<file path="src/rtl/ise_feed_ctrl_if.sv">
`default_nettype none
// ============================================================================
// Module   : ise_feed_ctrl_if
// Brief    : Bundle of the start, pixel-ROM, sorting-engine and result-buffer
//            signals around ise_feed_ctrl. The master modport is the
//            sequencer; the slave modport is the system/engine side.
// Revision : 1.0 - initial release
// ============================================================================
interface ise_feed_ctrl_if #(
   parameter int IMG_NUM = 32,
   parameter int PIX_NUM = 16384
);
   localparam int IMG_W = $clog2(IMG_NUM);
   localparam int PIX_W = $clog2(PIX_NUM);

   logic                   start;
   logic                   rom_rd;
   logic [IMG_W+PIX_W-1:0] rom_addr;
   logic [23:0]            rom_data;
   logic                   eng_busy;
   logic [IMG_W-1:0]       eng_image_in_index;
   logic [23:0]            eng_pixel;
   logic                   eng_out_valid;
   logic [1:0]             eng_color_index;
   logic [IMG_W-1:0]       eng_image_out_index;
   logic [IMG_W-1:0]       res_raddr;
   logic [IMG_W+1:0]       res_rdata;
   logic [IMG_W:0]         res_cnt;
   logic                   done;
   logic                   err_underrun;
   logic                   err_early;
   logic                   err_count;

   modport master (
      input  start, rom_data, eng_busy, eng_out_valid, eng_color_index,
             eng_image_out_index, res_raddr,
      output rom_rd, rom_addr, eng_image_in_index, eng_pixel, res_rdata,
             res_cnt, done, err_underrun, err_early, err_count
   );

   modport slave (
      output start, rom_data, eng_busy, eng_out_valid, eng_color_index,
             eng_image_out_index, res_raddr,
      input  rom_rd, rom_addr, eng_image_in_index, eng_pixel, res_rdata,
             res_cnt, done, err_underrun, err_early, err_count
   );
endinterface
`default_nettype wire

</file>
<file path="src/rtl/ise_feed_ctrl.sv">
`default_nettype none
// ============================================================================
// Module   : ise_feed_ctrl
// Brief    : Host-side sequencer for the image sorting engine. Prefetches
//            pixels from a 1-cycle-latency ROM into a 2-entry FIFO, feeds the
//            engine under busy flow control, captures the sorted results and
//            reports completion and protocol errors.
// Revision : 1.0 - initial release
// ============================================================================
module ise_feed_ctrl #(
   parameter int IMG_NUM = 32,
   parameter int PIX_NUM = 16384,
   parameter int TIMEOUT = 65535
) (
   input  wire logic       clk,
   input  wire logic       reset,
   ise_feed_ctrl_if.master bus
);
   localparam int IMG_W = $clog2(IMG_NUM);
   localparam int PIX_W = $clog2(PIX_NUM);
   localparam int AW    = IMG_W + PIX_W;
   localparam int EW    = IMG_W + 24;          // FIFO entry {image, pixel}
   localparam int RW    = IMG_W + 2;           // result entry {color, image}
   localparam int WD_W  = $clog2(TIMEOUT + 1);

   localparam logic [AW:0]      TOTAL    = {1'b1, {AW{1'b0}}};
   localparam logic [AW:0]      LAST_POP = {1'b0, {AW{1'b1}}};
   localparam logic [IMG_W:0]   RES_FULL = {1'b1, {IMG_W{1'b0}}};
   localparam logic [WD_W-1:0]  WD_LAST  = WD_W'(TIMEOUT - 1);

   typedef enum logic [1:0] {
      S_IDLE  = 2'd0,
      S_FEED  = 2'd1,
      S_DRAIN = 2'd2,
      S_DONE  = 2'd3
   } state_t;

   state_t                     state_q, state_d;
   logic [AW:0]                rd_ptr_q, rd_ptr_d;
   logic [AW:0]                pop_cnt_q, pop_cnt_d;
   logic                       pend_q, pend_d;        // ROM read in flight
   logic [IMG_W-1:0]           pend_idx_q, pend_idx_d;
   logic [1:0][EW-1:0]         fifo_q, fifo_d;        // entry 0 is the head
   logic [1:0]                 occ_q, occ_d;
   logic [IMG_W:0]             res_cnt_q, res_cnt_d;
   logic [IMG_NUM-1:0][RW-1:0] res_buf_q, res_buf_d;
   logic [WD_W-1:0]            wdog_q, wdog_d;
   logic                       seen_busy_q, seen_busy_d;
   logic                       err_underrun_q, err_underrun_d;
   logic                       err_early_q, err_early_d;
   logic                       err_count_q, err_count_d;

   logic                       rom_rd;
   logic                       pop;
   logic [EW-1:0]              new_entry;

   assign new_entry = {pend_idx_q, bus.rom_data};

   // Next-state, prefetch/pop control, result capture and error flags
   always_comb begin
      state_d        = state_q;
      rd_ptr_d       = rd_ptr_q;
      pop_cnt_d      = pop_cnt_q;
      pend_d         = 1'b0;
      pend_idx_d     = pend_idx_q;
      fifo_d         = fifo_q;
      occ_d          = occ_q;
      res_cnt_d      = res_cnt_q;
      res_buf_d      = res_buf_q;
      wdog_d         = wdog_q;
      seen_busy_d    = seen_busy_q;
      err_underrun_d = err_underrun_q;
      err_early_d    = err_early_q;
      err_count_d    = err_count_q;
      rom_rd         = 1'b0;
      pop            = 1'b0;

      case (state_q)
         S_IDLE, S_DONE: begin
            if (bus.start) begin
               state_d        = S_FEED;
               rd_ptr_d       = '0;
               pop_cnt_d      = '0;
               res_cnt_d      = '0;
               err_underrun_d = 1'b0;
               err_early_d    = 1'b0;
               err_count_d    = 1'b0;
            end
         end

         S_FEED: begin
            pop = !bus.eng_busy && (occ_q != 2'd0);
            // The two fill cycles after start are exempt: no pop has happened yet.
            if (!bus.eng_busy && (occ_q == 2'd0) && (pop_cnt_q != '0))
               err_underrun_d = 1'b1;
            // Counting this cycle's pop as freed space keeps 1 pixel/cycle
            // with one entry held and one read in flight.
            rom_rd = (rd_ptr_q < TOTAL) &&
                     (({1'b0, occ_q} + {2'b00, pend_q}) < (3'd2 + {2'b00, pop}));
            if (rom_rd) begin
               rd_ptr_d   = rd_ptr_q + 1'b1;
               pend_d     = 1'b1;
               pend_idx_d = rd_ptr_q[AW-1:PIX_W];
            end
            if (pop) begin
               pop_cnt_d = pop_cnt_q + 1'b1;
               if (pop_cnt_q == LAST_POP) begin
                  state_d     = S_DRAIN;
                  wdog_d      = '0;
                  seen_busy_d = 1'b0;
               end
            end
         end

         S_DRAIN: begin
            wdog_d = wdog_q + 1'b1;
            if (bus.eng_busy)
               seen_busy_d = 1'b1;
            if (bus.eng_out_valid) begin
               if (res_cnt_q == RES_FULL) begin
                  err_count_d = 1'b1;
               end else begin
                  res_buf_d[res_cnt_q[IMG_W-1:0]] = {bus.eng_color_index, bus.eng_image_out_index};
                  res_cnt_d = res_cnt_q + 1'b1;
               end
            end
            if (!bus.eng_busy && seen_busy_q) begin
               state_d = S_DONE;
               if (res_cnt_d != RES_FULL)
                  err_count_d = 1'b1;
            end else if (wdog_q == WD_LAST) begin
               state_d     = S_DONE;
               err_count_d = 1'b1;
            end
         end

         default: state_d = S_IDLE;
      endcase

      // Results are only legal while draining; a start in the same cycle does not mask it.
      if (bus.eng_out_valid && (state_q != S_DRAIN))
         err_early_d = 1'b1;

      // FIFO update; a push only ever lands when at most one entry is held.
      case ({pend_q, pop})
         2'b10: begin
            fifo_d[occ_q[0]] = new_entry;
            occ_d            = occ_q + 2'd1;
         end
         2'b01: begin
            fifo_d[0] = fifo_q[1];
            occ_d     = occ_q - 2'd1;
         end
         2'b11: begin
            if (occ_q == 2'd2) begin
               fifo_d[0] = fifo_q[1];
               fifo_d[1] = new_entry;
            end else begin
               fifo_d[0] = new_entry;
            end
         end
         default: ;
      endcase
   end

   // State registers with asynchronous abort of any run in progress
   always_ff @(posedge clk or negedge reset) begin
      if (!reset) begin
         state_q        <= S_IDLE;
         rd_ptr_q       <= '0;
         pop_cnt_q      <= '0;
         pend_q         <= 1'b0;
         pend_idx_q     <= '0;
         fifo_q         <= '0;
         occ_q          <= '0;
         res_cnt_q      <= '0;
         res_buf_q      <= '0;
         wdog_q         <= '0;
         seen_busy_q    <= 1'b0;
         err_underrun_q <= 1'b0;
         err_early_q    <= 1'b0;
         err_count_q    <= 1'b0;
      end else begin
         state_q        <= state_d;
         rd_ptr_q       <= rd_ptr_d;
         pop_cnt_q      <= pop_cnt_d;
         pend_q         <= pend_d;
         pend_idx_q     <= pend_idx_d;
         fifo_q         <= fifo_d;
         occ_q          <= occ_d;
         res_cnt_q      <= res_cnt_d;
         res_buf_q      <= res_buf_d;
         wdog_q         <= wdog_d;
         seen_busy_q    <= seen_busy_d;
         err_underrun_q <= err_underrun_d;
         err_early_q    <= err_early_d;
         err_count_q    <= err_count_d;
      end
   end

   assign bus.rom_rd             = rom_rd;
   assign bus.rom_addr           = rd_ptr_q[AW-1:0];
   assign bus.eng_pixel          = (occ_q != 2'd0) ? fifo_q[0][23:0] : 24'd0;
   assign bus.eng_image_in_index = (occ_q != 2'd0) ? fifo_q[0][EW-1:24] : '0;
   assign bus.res_rdata          = res_buf_q[bus.res_raddr];
   assign bus.res_cnt            = res_cnt_q;
   assign bus.done               = (state_q == S_DONE);
   assign bus.err_underrun       = err_underrun_q;
   assign bus.err_early          = err_early_q;
   assign bus.err_count          = err_count_q;
endmodule
`default_nettype wire

</file>
<file path="src/flat_wrapper.sv">
// flat-port wrapper written by rule: the top's interface ports become plain ports
module ise_feed_ctrl_flat 
#(
   parameter int IMG_NUM = 32,
   parameter int PIX_NUM = 16384,
   parameter int TIMEOUT = 65535
)
  (clk, reset, bus_start, bus_rom_data, bus_eng_busy, bus_eng_out_valid, bus_eng_color_index, bus_eng_image_out_index, bus_res_raddr, bus_rom_rd, bus_rom_addr, bus_eng_image_in_index, bus_eng_pixel, bus_res_rdata, bus_res_cnt, bus_done, bus_err_underrun, bus_err_early, bus_err_count);
  ise_feed_ctrl_if #(.IMG_NUM(IMG_NUM), .PIX_NUM(PIX_NUM)) bus_i ();
  input  wire logic clk;
  input  wire logic reset;
  input wire logic [$bits(bus_i.start)-1:0] bus_start;
  input wire logic [$bits(bus_i.rom_data)-1:0] bus_rom_data;
  input wire logic [$bits(bus_i.eng_busy)-1:0] bus_eng_busy;
  input wire logic [$bits(bus_i.eng_out_valid)-1:0] bus_eng_out_valid;
  input wire logic [$bits(bus_i.eng_color_index)-1:0] bus_eng_color_index;
  input wire logic [$bits(bus_i.eng_image_out_index)-1:0] bus_eng_image_out_index;
  input wire logic [$bits(bus_i.res_raddr)-1:0] bus_res_raddr;
  output wire logic [$bits(bus_i.rom_rd)-1:0] bus_rom_rd;
  output wire logic [$bits(bus_i.rom_addr)-1:0] bus_rom_addr;
  output wire logic [$bits(bus_i.eng_image_in_index)-1:0] bus_eng_image_in_index;
  output wire logic [$bits(bus_i.eng_pixel)-1:0] bus_eng_pixel;
  output wire logic [$bits(bus_i.res_rdata)-1:0] bus_res_rdata;
  output wire logic [$bits(bus_i.res_cnt)-1:0] bus_res_cnt;
  output wire logic [$bits(bus_i.done)-1:0] bus_done;
  output wire logic [$bits(bus_i.err_underrun)-1:0] bus_err_underrun;
  output wire logic [$bits(bus_i.err_early)-1:0] bus_err_early;
  output wire logic [$bits(bus_i.err_count)-1:0] bus_err_count;
  assign bus_i.start = bus_start;
  assign bus_i.rom_data = bus_rom_data;
  assign bus_i.eng_busy = bus_eng_busy;
  assign bus_i.eng_out_valid = bus_eng_out_valid;
  assign bus_i.eng_color_index = bus_eng_color_index;
  assign bus_i.eng_image_out_index = bus_eng_image_out_index;
  assign bus_i.res_raddr = bus_res_raddr;
  assign bus_rom_rd = bus_i.rom_rd;
  assign bus_rom_addr = bus_i.rom_addr;
  assign bus_eng_image_in_index = bus_i.eng_image_in_index;
  assign bus_eng_pixel = bus_i.eng_pixel;
  assign bus_res_rdata = bus_i.res_rdata;
  assign bus_res_cnt = bus_i.res_cnt;
  assign bus_done = bus_i.done;
  assign bus_err_underrun = bus_i.err_underrun;
  assign bus_err_early = bus_i.err_early;
  assign bus_err_count = bus_i.err_count;
  ise_feed_ctrl #(.IMG_NUM(IMG_NUM), .PIX_NUM(PIX_NUM), .TIMEOUT(TIMEOUT)) u_core (.clk(clk), .reset(reset), .bus(bus_i));
endmodule
</file>
<file path="config.mk">
export PLATFORM = sky130hd
export DESIGN_NAME = ise_feed_ctrl_flat
export DESIGN_NICKNAME = d
export VERILOG_FILES = /design/src/rtl/ise_feed_ctrl_if.sv /design/src/rtl/ise_feed_ctrl.sv /design/src/flat_wrapper.sv
export SDC_FILE = /design/constraint.sdc
export NUM_CORES = 1
export LEC_CHECK = 0
export ABC_AREA = 1
export CAP_MARGIN = 40
export CORE_ASPECT_RATIO = 0.9
export CORE_MARGIN = 4
export CORE_UTILIZATION = 41
export CTS_BUF_LIST = sky130_fd_sc_hd__clkbuf_16
export CTS_CLUSTER_SIZE = 28
export DETAILED_ROUTE_END_ITERATION = 8
export PLACE_DENSITY = 0.67
export SLEW_MARGIN = 20
export SYNTH_ARGS = -nofsm -noshare
export SYNTH_HDL_FRONTEND = slang
export SYNTH_SLANG_ARGS = --single-unit
</file>
<file path="constraint.sdc">
create_clock -name clk -period 2.9 [get_ports clk]
set_input_delay 0.29 -clock clk [delete_from_list [all_inputs] [get_ports clk]]
set_output_delay 0.29 -clock clk [all_outputs]
set_load 0.1 [all_outputs]
</file>
Word level (Yosys, flattened, before mapping)

Index checks and enable logic that the tools add are counted.

Output and inout bits: 66
Bits in registers: 358

Reductions and logical operators: 33
Multiplexer cells: 53
Eq/ne operators: 20
Add/sub/neg operators: 8
Bitwise logic cells: 1
Magnitude comparators: 7

Operator list:

| kind                                                               | count |
|---|---|
| 224-bit bitwise mux                                                | 1 |
| 29-bit two-way mux                                                 | 3 |
| 29-bit one-hot mux with 3 select lines                             | 1 |
| 20-bit one-hot mux with 2 select lines                             | 2 |
| 20-bit two-way mux                                                 | 3 |
| 58-bit bitwise mux                                                 | 1 |
| 29-bit one-hot mux with 2 select lines                             | 1 |
| 20-bit by 1-bit adder with 20-bit output (second input constant)   | 2 |
| 7-bit binary-select mux with 5-bit select                          | 1 |
| 7-bit demux with 5-bit select                                      | 1 |
| 16-bit two-way mux                                                 | 2 |
| 16-bit one-hot mux with 2 select lines                             | 1 |
| 29-bit demux with 1-bit select                                     | 1 |
| 24-bit two-way mux                                                 | 1 |
| 6-bit two-way mux                                                  | 4 |
| 20-bit by 19-bit == test with 1-bit output (second input constant) | 1 |
| 20-bit less-than comparator (second input constant)                | 1 |
| 20-bit nonzero test                                                | 1 |
| 16-bit by 1-bit adder with 16-bit output (second input constant)   | 1 |
| 16-bit == test (second input constant)                             | 1 |
| 1-bit two-way mux                                                  | 16 |
| 2-bit nonzero test                                                 | 8 |
| 3-bit AND reduction                                                | 5 |
| 7-bit two-way mux                                                  | 2 |
| 31 further kinds                                                   | 61 |

Logic depth before layout (Yosys ltp)

Word-level depth: 8
Gate-level depth with buffers: 14
Mapped depth without buffers: 13

Worst setup path after synthesis

Ideal clock, no wire load.

Kind: register to register
From: register u_core.res_cnt_q[0], in the netlist u_core.bus.res_cnt[0]
To: register u_core.res_buf_q[160] (netlist bit)
Cell stages (with the launch flop): 12
Path buffers: 1
Slack: 121 ps
Setup time: 141 ps
Arrival: 2638 ps
Cell sequence: dfrtp_1 inv_1 ha_1 nand2_1 inv_1 nand3_2 nand2_4 nor2_8 nand2_8 nor2_8 buf_12 a21oi_1

Longest elaborated chain between the ends: 5
Elaborated cells between the ends (all ways): 9

RTL lines:

| what                                                                                                                                                               | line                 | RTL |
|---|---|---|
| from (decl)                                                                                                                                                        | ise_feed_ctrl.sv:45  | `logic [IMG_W:0] res_cnt_q, res_cnt_d;` |
| from (signal assigned)                                                                                                                                             | ise_feed_ctrl.sv:191 | `res_cnt_q <= res_cnt_d;` |
| 5-bit by 6-bit less-than comparator with 1-bit output (implied by the code) / 5-bit by 1-bit greater-or-equal comparator with 1-bit output (equally long branches) | ise_feed_ctrl.sv:123 | `res_buf_d[res_cnt_q[IMG_W-1:0]] = {bus.eng_color_index, bus.eng_image_out_index};` |
| 1-bit logical AND (implied by the code)                                                                                                                            | ise_feed_ctrl.sv:123 |  |
| 7-bit two-way mux (implied by the code)                                                                                                                            | ise_feed_ctrl.sv:123 |  |
| 7-bit demux with 5-bit select                                                                                                                                      | --                   |  |
| 224-bit bitwise mux                                                                                                                                                | ise_feed_ctrl.sv:123 |  |
| to (signal assigned)                                                                                                                                               | ise_feed_ctrl.sv:192 | `res_buf_q <= res_buf_d;` |
| to (decl)                                                                                                                                                          | ise_feed_ctrl.sv:46  | `logic [IMG_NUM-1:0][RW-1:0] res_buf_q, res_buf_d;` |

Several ways; a longest one is shown, not always the timed one.
A chain may end at the register's enable or synchronous reset.

Worst setup path after layout

From: register u_core.occ_q[0]
To: output port bus_rom_rd

Longest elaborated chain between the ends: 6
Elaborated cells between the ends (all ways): 7

RTL lines:

| what                                   | line                 | RTL |
|---|---|---|
| from (decl)                            | ise_feed_ctrl.sv:44  | `logic [1:0] occ_q, occ_d;` |
| from (signal assigned)                 | ise_feed_ctrl.sv:175 | `occ_q <= '0;` |
| from (signal assigned)                 | ise_feed_ctrl.sv:190 | `occ_q <= occ_d;` |
| 2-bit nonzero test                     | ise_feed_ctrl.sv:92  | `pop = !bus.eng_busy && (occ_q != 2'd0);` |
| 1-bit logical AND                      | ise_feed_ctrl.sv:92  |  |
| 2-bit by 1-bit adder with 3-bit output | ise_feed_ctrl.sv:99  | `(({1'b0, occ_q} + {2'b00, pend_q}) < (3'd2 + {2'b00, pop}));` |
| 3-bit less-than comparator *           | ise_feed_ctrl.sv:99  |  |
| 1-bit logical AND *                    | ise_feed_ctrl.sv:98  | `rom_rd = (rd_ptr_q < TOTAL) &&` |
| 1-bit two-way mux *                    | ise_feed_ctrl.sv:78  | `case (state_q)` |
| to (decl)                              | flat_wrapper.sv:19   | `output wire logic [$bits(bus_i.rom_rd)-1:0] bus_rom_rd;` |

Every way passes the cells marked *; elsewhere a longest branch is shown, timed or not.

==> results.json <==
{
  "h-tree-depth": 2,
  "final_area_sq_um": 21100,
  "grt_pass1_vias": 15016,
  "root_buffer": "clkbuf_16",
  "fmax_mhz": 377,
  "yosys_warnings": 0,
  "synth_top_cell_by_area": "dfrtp_1",
  "timing.max_cap.violations": 0,
  "place_hpwl_microns": 32100,
  "crit_fanout": 7,
  "r2r_cells": 11,
  "grt_use_total_pct": 20.2,
  "grt_pass1_wl_microns": 80200,
  "syn_area_per_cell_sq_um": 8.14,
  "core-area_sq_um": 44400,
  "portBuffers": 106,
  "area_growth_pct": 13.8,
  "cts_buffers": 40,
  "synth_edf_count": 0,
  "report.final.slew_viol_count": 0,
  "multiInputGateArea_sq_um": 7810,
  "insertion_delay_ns": 0.54,
  "first_pass_iters": 5,
  "synth_top_cells_by_area": "dfrtp_1, o21ai_0, nand2_1",
  "synth_top_area_share_pct": 48.4,
  "drc": 0,
  "clkTransAtPathRegs_ns": 0.06,
  "ys.flop_type": "dfrtp_1",
  "netlist_area_sq_um": 18500,
  "layout-drive-gt1-share_pct": 11.0,
  "rows": 73,
  "grt-ovfl-total": 0,
  "io-pin-count": 107,
  "num_vias": 15435,
  "critical_path.startpoint_type": "flop",
  "setup_viol": 0,
  "setup_slack_ns": 0.250,
  "syn-num-nets": 2336,
  "hold_path_depth": 3,
  "wl_microns": 49300,
  "postLayoutCoreUtil_pct": 47.5,
  "drt_iter0_drc": 1256,
  "synth.distinct_cells": 41,
  "worst_pin_slew_ns": 0.833,
  "yosysMostFrequentCell": "nand2_1",
  "async_flop_share_pct": 100,
  "critPathMaxStageDelay_ns": 0.39,
  "cp.required_ns": 2.61,
  "diodes": 0,
  "synth_cells": 2276,
  "cellPowerDensity_nw_per_um2": 791,
  "finalSetupTns_ns": 0,
  "cpMaxStageDelayCell": "nor2_1",
  "end_kind": "primary output",
  "cp_common_cell": "ha_1",
  "antenna_found_initial": 0,
  "post_dp_cell_area_sq_um": 19900,
  "dpl_worst_slack_ns": 0.0434,
  "wl_per_cell_microns": 16.7,
  "ys_seq_area_share_pct": 48.4,
  "cp_data_arrival_time_ns": 2.36,
  "initial_core_util_pct": 41.7,
  "finalHoldViolCount": 0,
  "die_w_microns": 232,
  "synth_top_cells_by_count": "nand2_1, dfrtp_1, o21ai_0",
  "die_area_sq_um": 48600,
  "die_h_microns": 210,
  "status": "complete, no violations",
  "clock-sinks": 358,
  "ys_ff_latch": 358,
  "worstSetupPathType": "reg2out",
  "fillers": 4297,
  "slew_headroom_pct": 44.1,
  "period_needed_ns": 2.65,
  "gp_congestion": 0.869,
  "ant_nets": 0,
  "grt_max_degree": 113,
  "crit_chain": "buf_4, ha_1, ha_1, o21ai_0, nand2_1, nor2_1, buf_12",
  "fin_nets": 2381,
  "rsz0062_at_grt": "false",
  "regArea_sq_um": 8960,
  "hp-class": "in2reg",
  "irDropWorstVdd_uv": 683,
  "clockBufferDepth": 3,
  "cts_tree": "done",
  "leakagePower_nw": 9.75,
  "viasPerCell": 5.24,
  "fin_crit_sh_pct": 91.4,
  "hold_ws_ns": 0.354,
  "fin_skew_ns": 0.0119
}
area by class of cell:
type / count / area share, %
sequential: 358 / 42.5
multi-input combinational: 1523 / 37.1
timing repair buffer: 150 / 7.04
clock buffer: 41 / 4.87
inverter: 248 / 4.42
tap: 600 / 3.56
clock inverter: 25 / 0.523
worst max-delay path: cells and delay by family (launching register included):
family	cells	cell delay, ns
flops	1	0.38
compound gates	1	0.07
simple gates	2	0.51
buf+inv	2	0.41
fa+ha+maj	2	0.46
cell families after synthesis:
| family | synth area share (%) |
|---|---|
| AND/OR/NAND/NOR | 21.6 |
| AO/OA/AOI/OAI | 18.0 |
| buffers and inverters | 9.51 |
| flip-flops | 48.4 |
| XOR/XNOR | 1.28 |
| adder cells (fa/ha/maj) | 1.28 |
registers in the layout (all words and copies together), names as in the netlist:
name / cells
u_core.res_buf_q: 224
u_core.fifo_q: 58
u_core.pop_cnt_q: 20
u_core.rd_ptr_q: 20
u_core.wdog_q: 16
u_core.bus.res_cnt: 6
u_core.pend_idx_q: 5
u_core.occ_q: 2
u_core.state_q: 2
u_core.bus.err_count: 1
u_core.bus.err_early: 1
u_core.bus.err_underrun: 1
u_core.pend_q: 1
u_core.seen_busy_q: 1
stage by stage:
step	power, W	instances
floorplan	0.0105	2276
global placement	0.0120	2877
detailed placement	0.0122	2877
CTS	0.0168	2944
global route	0.0176	2945
finish	0.0167	2945
worst paths after layout:
check | start | to | slack (ns)
worst max-delay path | u_core.occ_q[0] | bus_rom_rd | 0.25
worst min-delay path | bus_rom_data[13] | u_core.fifo_q[42] | 0.35
worst max register to register | u_core.state_q[0] | u_core.pop_cnt_q[9] | 0.48
worst min register to register | u_core.pend_idx_q[0] | u_core.fifo_q[53] | 0.48
max in group asynchronous | reset | u_core.res_buf_q[202] | 1.59
min in group asynchronous | reset | u_core.res_buf_q[1] | 0.43
power by group:
group / total (W) / switching, W / internal [W]
logic: 0.00601 / 0.00450 / 0.00151
clock network: 0.00454 / 0.00201 / 0.00253
registers: 0.00612 / 0.000333 / 0.00579
timing repair:
action / CTS / global route
hold endpoints to repair: 91 / 0
setup buffers: 0 / 0
resized for setup: 0 / 0
hold buffers: 1 / 0
cells in the final DEF (no fill, tap or decap), types with 4 or more instances in the layout:
cell type        synthesis  final
a211oi_1                50     50
nor2_1                 263    263
nor2_2                  25     25
clkinv_1                 8     12
dfrtp_1                358    358
o31ai_1                  8      8
o22ai_1                 10     10
o221ai_1                 7      7
nor2_4                  23     23
ha_1                    19     19
clkbuf_16                0     41
nand4_1                 21     21
nor3_1                  26     26
o21ai_0                319    319
a21oi_2                 25     25
nand2_8                  4      4
clkdlybuf4s50_1          0     37
o21bai_1                 7      7
buf_4                   31     90
a21oi_1                158    157
o21ai_1                 20     20
xnor2_1                  5      5
xor2_1                  22     22
nor2_8                   9      9
nand3_1                105    105
nand2_1                379    379
buf_12                   8     19
inv_1                  238    253
metal layers:
layer | track usage (%) | wire length [microns] | part of all wire, %
met1 | 27.8 | 21900 | 44
met2 | 33.7 | 23700 | 48
met3 | 2.95 | 2560 | 5.2
met4 | 5.34 | 1230 | 2.5
met5 | 0 | 0 | 0
(Power assumes the default switching activity.)
